--- config.mk ---
export PLATFORM = sky130hd
export DESIGN_NAME = way_allocator
export DESIGN_NICKNAME = d
export VERILOG_FILES = /design/src/rtl/way_allocator.sv
export SDC_FILE = /design/constraint.sdc
export NUM_CORES = 1
export LEC_CHECK = 0
export CAP_MARGIN = 20
export CORE_ASPECT_RATIO = 0.7
export CORE_UTILIZATION = 33
export CTS_CLUSTER_DIAMETER = 40
export DETAILED_ROUTE_END_ITERATION = 6
export GPL_TIMING_DRIVEN = 0
export MAX_ROUTING_LAYER = met4
export PLACE_DENSITY_LB_ADDON = 0.25
export REMOVE_ABC_BUFFERS = 1
export SETUP_SLACK_MARGIN = 0.15
export SLEW_MARGIN = 10
export SYNTH_ARGS = -nofsm -noshare
export SYNTH_HDL_FRONTEND = slang
export SYNTH_SLANG_ARGS = --single-unit
export TNS_END_PERCENT = 10
--- constraint.sdc ---
create_clock -name clk -period 2.6 [get_ports clk]
set_clock_uncertainty 0.15 [all_clocks]
set_input_delay 0.78 -clock clk [delete_from_list [all_inputs] [get_ports clk]]
set_output_delay 0.78 -clock clk [all_outputs]
set_load 0.005 [all_outputs]
--- src/rtl/way_allocator.sv ---
// way_allocator: per-set valid bits and round-robin victim pointers; returns the fill way for each allocation.
// Optional whole-cache flush (FSM, set counter, flush_busy) is compiled in when WAY_ALLOCATOR_FLUSH_EN is defined.
module way_allocator #(
  parameter  int NWAYS = 5,
  parameter  int NSETS = 16,
  localparam int WW    = $clog2(NWAYS),
  localparam int SW    = $clog2(NSETS)
) (
  input  logic          clk,
  input  logic          rst_n,
  input  logic          alloc_req,
  input  logic [SW-1:0] alloc_set,
  output logic          alloc_ready,
  output logic          alloc_valid,
  output logic [WW-1:0] alloc_way,
  output logic          alloc_evict,
  input  logic          inv_req,
  input  logic [SW-1:0] inv_set,
  input  logic [WW-1:0] inv_way,
  input  logic          flush_req,
  output logic          flush_busy
);

  logic [NWAYS-1:0] valid_q [NSETS];
  logic [NWAYS-1:0] valid_d [NSETS];
  logic [WW-1:0]    rr_q    [NSETS];
  logic [WW-1:0]    rr_d    [NSETS];

  logic          alloc_valid_q;
  logic [WW-1:0] alloc_way_q;
  logic          alloc_evict_q;

  logic          accept;
  logic          alloc_set_ok;
  logic          inv_ok;
  logic          set_full;
  logic          free_found;
  logic [NWAYS-1:0] cur_valid;
  logic [WW-1:0] free_way;
  logic [WW-1:0] sel_way;
  logic          sel_evict;
  logic [WW-1:0] rr_cur;
  logic [WW-1:0] rr_next;
  logic          clear_en;
  logic [SW-1:0] clear_set;

`ifdef WAY_ALLOCATOR_FLUSH_EN
  typedef enum logic {IDLE, FLUSH} state_t;

  state_t        state_q, state_d;
  logic [SW-1:0] cnt_q, cnt_d;

  always_ff @(posedge clk or negedge rst_n) begin
    if (!rst_n) begin
      state_q <= IDLE;
      cnt_q   <= '0;
    end else begin
      state_q <= state_d;
      cnt_q   <= cnt_d;
    end
  end

  always_comb begin
    state_d = state_q;
    cnt_d   = cnt_q;
    case (state_q)
      IDLE: begin
        if (flush_req) begin
          state_d = FLUSH;
          cnt_d   = '0;
        end
      end
      FLUSH: begin
        if (cnt_q == SW'(NSETS - 1)) begin
          state_d = IDLE;
        end else begin
          cnt_d = cnt_q + 1'b1;
        end
      end
      default: state_d = IDLE;
    endcase
  end

  assign flush_busy  = (state_q == FLUSH);
  assign clear_en    = flush_busy;
  assign clear_set   = cnt_q;
  assign alloc_ready = rst_n && !flush_busy && !flush_req;
`else
  logic unused_flush_req;

  assign unused_flush_req = flush_req;
  assign flush_busy       = 1'b0;
  assign clear_en         = 1'b0;
  assign clear_set        = '0;
  assign alloc_ready      = rst_n;
`endif

  // Out-of-range sets read as an empty set, which yields way 0 with no eviction.
  assign accept       = alloc_req && alloc_ready;
  assign alloc_set_ok = (int'(alloc_set) < NSETS);
  assign inv_ok       = inv_req && !clear_en && (int'(inv_set) < NSETS) && (int'(inv_way) < NWAYS);

  always_comb begin
    cur_valid  = '0;
    rr_cur     = '0;
    free_way   = '0;
    free_found = 1'b0;
    if (alloc_set_ok) begin
      cur_valid = valid_q[alloc_set];
      rr_cur    = rr_q[alloc_set];
    end
    for (int i = NWAYS - 1; i >= 0; i--) begin
      if (!cur_valid[i]) begin
        free_found = 1'b1;
        free_way   = WW'(i);
      end
    end
    set_full  = !free_found;
    sel_way   = set_full ? rr_cur : free_way;
    sel_evict = set_full;
    rr_next   = (rr_cur == WW'(NWAYS - 1)) ? '0 : rr_cur + 1'b1;
  end

  // Allocation is applied after invalidation so it wins on a same-line collision.
  always_comb begin
    valid_d = valid_q;
    rr_d    = rr_q;
    if (clear_en) begin
      valid_d[clear_set] = '0;
      rr_d[clear_set]    = '0;
    end
    if (inv_ok) begin
      valid_d[inv_set][inv_way] = 1'b0;
    end
    if (accept && alloc_set_ok) begin
      valid_d[alloc_set][sel_way] = 1'b1;
      if (set_full) begin
        rr_d[alloc_set] = rr_next;
      end
    end
  end

  always_ff @(posedge clk or negedge rst_n) begin
    if (!rst_n) begin
      for (int s = 0; s < NSETS; s++) begin
        valid_q[s] <= '0;
        rr_q[s]    <= '0;
      end
      alloc_valid_q <= 1'b0;
      alloc_way_q   <= '0;
      alloc_evict_q <= 1'b0;
    end else begin
      valid_q       <= valid_d;
      rr_q          <= rr_d;
      alloc_valid_q <= accept;
      if (accept) begin
        alloc_way_q   <= sel_way;
        alloc_evict_q <= sel_evict;
      end
    end
  end

  assign alloc_valid = alloc_valid_q;
  assign alloc_way   = alloc_way_q;
  assign alloc_evict = alloc_evict_q;

endmodule

# [Word level (Yosys, flattened, before mapping)]
# Index checks and enable logic that the tools add are counted.
# Widths: inputs -> output; s select.
[word_totals] latchBits=0 register_bits=133 ram_bits=0 input_bits=16 mem_bits_ro=0 memories=0 wordCells=91
[op_classes] mux=31 reduce_logical=8 div_mod_pow=0 multipliers=0 shift=0 bitwise=6 order_cmp=9 eq_ne=1 add_sub_neg=1
[op_table] operator="$mux 80" count=2
[op_table] operator="$and 80x80->80" count=1
[op_table] operator="$not 80->80" count=1
[op_table] operator="$or 80x80->80" count=1
[op_table] operator="$bwmux 48" count=1
[op_table] operator="$demux 5 s4" count=2
[op_table] operator="$mux 3" count=10
[op_table] operator="$bmux 5 s4" count=1
[op_table] operator="$mux 5" count=4
[op_table] operator="$bmux 3 s4" count=1
[op_table] operator="$demux 3 s4" count=1
[op_table] operator="$ge 5x5->1 const B" count=2
[op_table] operator="$lt 5x1->1 const B" count=2
[op_table] operator="$not 4->5" count=2
[op_table] operator="$lt 3x4->1 const B" count=2
[op_table] operator="$mux 1" count=7
[op_table] operator="$demux 1 s3" count=2
[op_table] operator="$ge 3x1->1 const B" count=2
[op_table] operator="$logic_and 1x1->1" count=6
[op_table] operator="$add 3x1->3 const B" count=1
[op_table] operator="$eq 3x3->1 const B" count=1
[op_table] operator="$lt 3x3->1 const B" count=1
[op_table] operator="$reduce_and 2->1" count=1
[op_table] operator="$logic_not 1->1" count=1
[op_table] operator="$not 1->1" count=1

# [Depth between registers and ports, before layout]
# Gate-level depths: netlist (run 1).
[depth] ltp_word=18 ltp_mapped=11 ltp_nobuf=8

# [Least setup slack after synthesis (run 1)]
# No wires, ideal clock.
[synth_path] path_kind="input -> register" startpoint="input port alloc_set[0]" endpoint="register rr_q[11] (netlist bit)" setup_time_ns=0.125 t_arrival_ns=2.889 path_stages=10 setup_slack_ns=-0.564 cell_sequence="buf_6 > buf_4 > mux4_2 > nand2_1 > and4_1 > ha_1 > nor2_1 > mux2_2 > clkbuf_1 > mux2_2"
[synth_via] elab_chain_len=11 word_cells_on_any_way=23 cone_classes="1 x add/sub; 2 x order compare; 1 x eq/ne; 15 x mux; 2 x bitwise; 2 x reduce/logical"
[synth_rtl] item="from (decl)" line="12" source="input logic [SW-1:0] alloc_set,"
[synth_rtl] item="$not 4->5 (not written as such) (*)" line="109, 110, 138"
[synth_rtl] item="$bmux 5 s4" line="109" source="cur_valid = valid_q[alloc_set];"
[synth_rtl] item="$mux 5 (not written as such) (2 in a row)" line="109"
[synth_rtl] item="$mux 1 (5 in a row)" line="113" source="if (!cur_valid[i]) begin"
[synth_rtl] item="$not 1->1 (no line)"
[synth_rtl] item="$reduce_and 2->1 (no line)"
[synth_rtl] item="to (signal assigned)" line="154" source="rr_q <= rr_d;"
[synth_rtl] item="to (decl)" line="26" source="logic [WW-1:0] rr_q [NSETS];"
# Mark *: on every way between the ends. The rest lies on a longest branch, timed or not. The select of a mux whose other input is x is not followed.
# A chain may end at the register's enable or synchronous reset.

==> results of run 1 <==
[synthesized netlist by cell type (9+ instances only)]
library cell    n
nand3_1         9
o31ai_1        64
buf_2          12
clkbuf_1       19
nand2_1        48
o41ai_2         9
nor3_1         17
mux4_2         32
dfrtp_1       133
buf_6          10
a22oi_1        10
mux2_2         48
o21ai_0        74
[cells by family after synthesis]
logic type | after synthesis | share of synthesized area (%)
AND/OR/NAND/NOR | 104 | 7.33
multiplexers | 81 | 19.0
flip-flops | 133 | 49.7
other | 1 | 0.0560
adder cells (fa/ha/maj) | 2 | 0.374
AO/OA/AOI/OAI | 181 | 19.0
buffers and inverters | 49 | 4.49
[per-layer routing]
layer	GRT usage, %	vias up	part of all wire (%)
met5	-	-	0
met4	11.1	0	3.4
met3	6.43	66	7.4
met2	32.5	253	44
met1	32.3	2891	45
li1	-	2313	-
[area by class of cell]
class,count,area (um2)
Tap cell,270,338
Multi-Input combinational cell,380,3920
Sequential cell,133,3330
Inverter,3,11.3
Clock buffer,26,509
Timing Repair Buffer,95,1180
Clock inverter,4,45.0
Fill cell,1675,10500
[report_power, final]
| part | switching, W | internal [W] | total (W) | leakage, nW |
|---|---|---|---|---|
| clock | 0.000872 | 0.00143 | 0.00230 | 0.276 |
| combinational | 0.000785 | 0.000587 | 0.00137 | 1.96 |
| sequential | 0.0000802 | 0.00223 | 0.00231 | 1.82 |
[per-stage QoR]
step | utilization [%] | std cells | hold slack, ns | cell area [um2] | setup TNS (ns)
3_5_place_dp | 35.5 | 799 | 0.333 | 7050 | -284.17
4_1_cts | 45.0 | 895 | 0.0935 | 8930 | -15.13
5_1_grt | 47.0 | 911 | 0.0998 | 9330 | -29.34
2_1_floorplan | - | 505 | 0.303 | 6400 | -94.45
3_3_place_gp | 35.0 | 795 | 0.316 | 6940 | -1483.41
6_report | 47.0 | 911 | 0.0874 | 9330 | -24.47
[worst min-delay path by stage]
stage,from,to,depth (start not counted)
2_1_floorplan,rr_q[13],rr_q[13],1
3_3_place_gp,alloc_evict,alloc_evict,2
3_5_place_dp,alloc_evict,alloc_evict,2
4_1_cts,rst_n,rr_q[33],1
5_1_grt,rst_n,rr_q[45],1
6_report,rst_n,rr_q[33],1
[worst reg2reg max path, stage by stage, from the launching register on]
cell,delay [ns]
dfrtp_1,0.39
mux4_2,0.49
a22o_4,0.31
nor2_4,0.13
o211ai_1,0.13
buf_4,0.17
and3_4,0.25
clkbuf_16,0.18
o41ai_2,0.32
[what timing repair did]
action,in CTS,in global routing
buffers inserted,51,13
cloned,15,3
pin swaps,27,27
setup endpoints to repair,133,132
gates resized for setup,134,37
[cells in the final DEF (no fill, tap or decap), drive strengths merged, types with 14 or more instances in the layout]
master and count:
clkdlybuf4s50 14, nand2 48, dfrtp 133, mux2 49
o41ai 16, mux4 32, clkbuf 29, nor3 17
o21ai 82, buf 75, o31ai 65
[registers in the layout, indices dropped and copies added (netlist names)]
| register | cells |
|---|---|
| valid_q | 80 |
| rr_q | 48 |
| alloc_way | 3 |
| alloc_evict | 1 |
| alloc_valid | 1 |
==> flow_metrics.env, run 1 <==
export IMPL_num_antenna_cells=0
export IMPL_clk_pin_slew_ns=0.05
export IMPL_post_dp_hpwl_um=12000
export IMPL_startpoint="alloc_set[0]"
export IMPL_ys_warn_count=0
export IMPL_synth_seq_area_share_pct=49.7
export IMPL_status="finished with violations"
export IMPL_core_area_um2=19900
export IMPL_rows=43
export IMPL_initial_core_util_pct=33.7
export IMPL_clockBufferDepth=2
export IMPL_drt_iter0_drc=605
export IMPL_dp_slack_ns=-2.34
export IMPL_nets=648
export IMPL_vias=5523
export IMPL_drt_wl_total_um=23000
export IMPL_total_leakage_power_nw=4.06
export IMPL_io_buffer_count=20
export IMPL_htree_levels=4
export IMPL_overflow=0
export IMPL_die_x_um=172
export IMPL_cts_root_buf="clkbuf_16"
export IMPL_yosys_top_cells_area="dfrtp_1, mux4_2, mux2_2, o31ai_1, o21ai_0"
export IMPL_dieArea_um2=20900
export IMPL_cp_cell_sequence="buf_16, buf_16, mux4_2, a22o_4, nor2_4, o211ai_1, buf_4, and3_4, clkbuf_16, o41ai_2"
export IMPL_grt_max_degree=74
export IMPL_post_route_drc_count=0
export IMPL_power_w=0.00598
export IMPL_synthFlopType="dfrtp_1"
export IMPL_ff2ff_path_depth=8
export IMPL_ys_types=41
export IMPL_r2r_setup_slack_ns=-0.03
export IMPL_timing_final_crit_share_pct=112
export IMPL_ys_ff_latch=133
export IMPL_cts_sinks=133
export IMPL_worstSkewPairLatency_ns=0.43
export IMPL_synthCells=551
export IMPL_cp_common_cell="buf_16"
export IMPL_wl_per_cell_um=25.2
export IMPL_hp_class="input pin to asynchronous set/reset pin"
export IMPL_worst_ep_required_time_ns=2.77
export IMPL_cp_num_cells=10
export IMPL_grt_pass1_vias=5578
export IMPL_crit_type="input pin to register"
export IMPL_slowest_delay_ns=0.53
export IMPL_post_route_min_period_ns=2.90
export IMPL_clock_fmax_mhz=345
export IMPL_cp_num_buf_inv=4
export IMPL_synth_top_area_share_pct=49.7
export IMPL_rr_startpoint="valid_q[79]"
export IMPL_detail_route_antenna_nets=0
export IMPL_cp_end_kind="register"
export IMPL_maxCapViolCount=0
export IMPL_rsz0062_at_grt="yes"
export IMPL_die_h_um=121
export IMPL_critPathSlowestCell="mux4_2"
export IMPL_cts_tree="built"
export IMPL_ys_async_sr_fraction_pct=100
export IMPL_r2r_end="valid_q[79]"
export IMPL_antenna_found_initial=0
export IMPL_area_growth_pct=39.4
export IMPL_yosysTopAreaCell="dfrtp_1"
export IMPL_critPathLaunchType="input pin"
export IMPL_worst_pin_slew_ns=0.865
export IMPL_syn_avg_cell_area_um2=12.1
export IMPL_via_per_inst=6.06
export IMPL_relSlewSlack_pct=42.2
export IMPL_cp_top_family="compound AO/OA/AOI/OAI gates"
export IMPL_slew_violations=0
export IMPL_setup_viol=130
export IMPL_crit_path_end="valid_q[79]"
export IMPL_drtPass1Iterations=5
export IMPL_powerDensity_nw_per_um2=641
export IMPL_holdBufCountCts=0
export IMPL_critical_path_arrival_ns=3.07
export IMPL_grt_pass1_wl_um=34300
export IMPL_place_gp_congestion=0.773
export IMPL_vdd_drop_max_v=0.000542
export IMPL_worst_slack_ns=-0.301
export IMPL_boundaryPins=23
export IMPL_violations="setup timing"
export IMPL_crit_fanout=8
export IMPL_drive_above_1_share_pct=46.6
export IMPL_cts_buffers_inserted=17
export IMPL_hold_viol_final=0
export IMPL_synth_edf_count=0
export IMPL_grt_total_usage_pct=23.7
export IMPL_syn_area_um2=6690
Power figures use the tool's default switching activity.
==> run 2: changes to the inputs <==
--- a/config.mk
+++ b/config.mk
@@ -10,4 +10,5 @@
 export CORE_UTILIZATION = 33
 export CTS_CLUSTER_DIAMETER = 40
+export CTS_CLUSTER_SIZE = 28
 export DETAILED_ROUTE_END_ITERATION = 6
 export GPL_TIMING_DRIVEN = 0
@@ -16,5 +17,4 @@
 export REMOVE_ABC_BUFFERS = 1
 export SETUP_SLACK_MARGIN = 0.15
-export SLEW_MARGIN = 10
 export SYNTH_ARGS = -nofsm -noshare
 export SYNTH_HDL_FRONTEND = slang
==> constraint.sdc (replaced) <==
create_clock -name clk -period 2.6 [get_ports clk]
set_clock_uncertainty 0.15 [all_clocks]
set_input_delay 0.65 -clock clk [delete_from_list [all_inputs] [get_ports clk]]
set_output_delay 0.65 -clock clk [all_outputs]
set_load 0.005 [all_outputs]
==> run 2 against run 1 <==
Against the previous run: the run still ends with setup timing left; critical path depth fell by 4; die area did not move; via count fell by 0.38%; global-route usage rose by 0.092 points; maximum frequency rose by 8.6%; first-iteration DRC count fell by 1.3%; clock power barely moved; setup slack improved by 0.23 ns; non-clock buffer count fell by 2; sequential share of layout area rose by 0.058 points; routed wire length rose by 1.2%; hold slack got worse by 0.064 ns.
==> flow_metrics.env, run 2 (synthesis results as in run 1) <==
export IMPL_cts_root_buf="clkbuf_16"
export IMPL_slew_violations=0
export IMPL_dieArea_um2=20900
export IMPL_io_buffer_count=20
export IMPL_violations="setup timing"
export IMPL_hp_class="input pin to asynchronous set/reset pin"
export IMPL_die_x_um=172
export IMPL_layout_common_cells="dfrtp_1, o21ai_0, mux2_2"
export IMPL_nets=644
export IMPL_largest_reg_flops=80
export IMPL_worst_slack_ns=-0.0713
export IMPL_total_leakage_power_nw=4.07
export IMPL_critical_path_arrival_ns=2.83
export IMPL_final_common_cell="dfrtp_1"
export IMPL_grt_pass1_wl_um=34500
export IMPL_utilization_pct=46.9
export IMPL_boundaryPins=23
export IMPL_critPathLaunchType="input pin"
export IMPL_grt_total_usage_pct=23.8
export IMPL_cts_sinks=133
export IMPL_clk_pin_slew_ns=0.06
export IMPL_power_w=0.00582
export IMPL_crit_type="input pin to register"
export IMPL_via_per_inst=6.05
export IMPL_die_h_um=121
export IMPL_htree_levels=4
export IMPL_setup_viol=89
export IMPL_cp_end_kind="register"
export IMPL_area_growth_pct=39.2
export IMPL_drt_wl_total_um=23200
export IMPL_worst_pin_slew_ns=0.771
export IMPL_worstSkewPairLatency_ns=0.43
export IMPL_vdd_drop_max_v=0.000475
export IMPL_clock_fmax_mhz=374
export IMPL_initial_core_util_pct=33.7
export IMPL_post_route_min_period_ns=2.67
export IMPL_maxCapViolCount=0
export IMPL_whs_ns=0.0234
export IMPL_place_gp_congestion=0.773
export IMPL_drtPass1Iterations=5
export IMPL_relSlewSlack_pct=48.6
export IMPL_clockBufferDepth=2
export IMPL_drive_above_1_share_pct=48.8
export IMPL_status="finished with violations"
export IMPL_multi_input_area_um2=3960
export IMPL_seq_area_um2=3330
export IMPL_hold_viol_final=0
export IMPL_grt_max_degree=74
export IMPL_cts_buffers_inserted=17
export IMPL_grt_pass1_vias=5429
export IMPL_timing_final_crit_share_pct=103
export IMPL_post_dp_hpwl_um=12000
export IMPL_wl_per_cell_um=25.6
export IMPL_fill_cells=1703
export IMPL_core_area_um2=19900
export IMPL_num_antenna_cells=0
export IMPL_crit_fanout=11
export IMPL_powerDensity_nw_per_um2=625
export IMPL_top_register="valid_q"
export IMPL_drt_iter0_drc=597
export IMPL_rsz0062_at_grt="yes"
export IMPL_cts_tree="built"
export IMPL_overflow=0
export IMPL_vias=5502
export IMPL_fin_tns_setup_ns=-2.02
export IMPL_antenna_found_initial=0
export IMPL_worst_ep_required_time_ns=2.76
export IMPL_rows=43
export IMPL_post_route_drc_count=0
export IMPL_detail_route_antenna_nets=0
[run 2: layer usage]
metal  wire, um  up-vias  GRT usage (%)
li1           -     2300              -
met1      10100     2850           33.5
met2      10500      295           33.8
met3       2010       57           5.06
met4        653        0           8.08
met5          0        -              -
[run 2: final timing paths]
path	from	end	slack [ns]	cells after the start
worst max-delay path	alloc_req	rr_q[3]	-0.07	6
worst min-delay path	rst_n	rr_q[20]	0.02	2
worst max register to register	rr_q[35]	valid_q[55]	0.06	9
worst min register to register	alloc_way[0]	alloc_way[0]	0.34	2
max in group asynchronous	rst_n	valid_q[26]	1.89	2
min in group clk	alloc_way[0]	alloc_way[0]	0.34	2
[run 2: worst max-delay path, stage by stage]
cell and delay [ns]:
clkdlybuf4s50_1 0.48, nand2_2 0.20, nor3b_2 0.42, nand2_1 0.41, nor3_4 0.30, mux2_2 0.36
[run 2: power by group]
group | switching (W) | internal (W)
Sequential | 0.0000826 | 0.00223
Combinational | 0.000718 | 0.000520
Clock | 0.000886 | 0.00139
Total | 0.00169 | 0.00414
[run 2: cell type report]
class	count	share of cell area, %
well taps	270	3.63
flip-flops and latches	133	35.7
clock inverters	4	0.484
repair buffers	93	12.1
multi-input cells	378	42.5
clock buffers	28	5.33
inverters	3	0.148
[run 2: per-stage QoR]
step	instances	worst slack, ns	area (um2)
2_1_floorplan	505	-0.784	6400
3_3_place_gp	795	-6.91	6940
3_5_place_dp	800	-2.28	7040
4_1_cts	897	0.0348	8900
5_1_grt	909	-0.0871	9320
6_report	909	-0.0713	9320
[run 2: repair_timing]
action / in CTS / in global routing
setup buffers: 51 / 9
gates cloned: 14 / 1
resized for setup: 142 / 57
endpoints found under the setup margin: 133 / 130
pin swaps: 37 / 19
endpoints found under the hold margin: 60 / 39
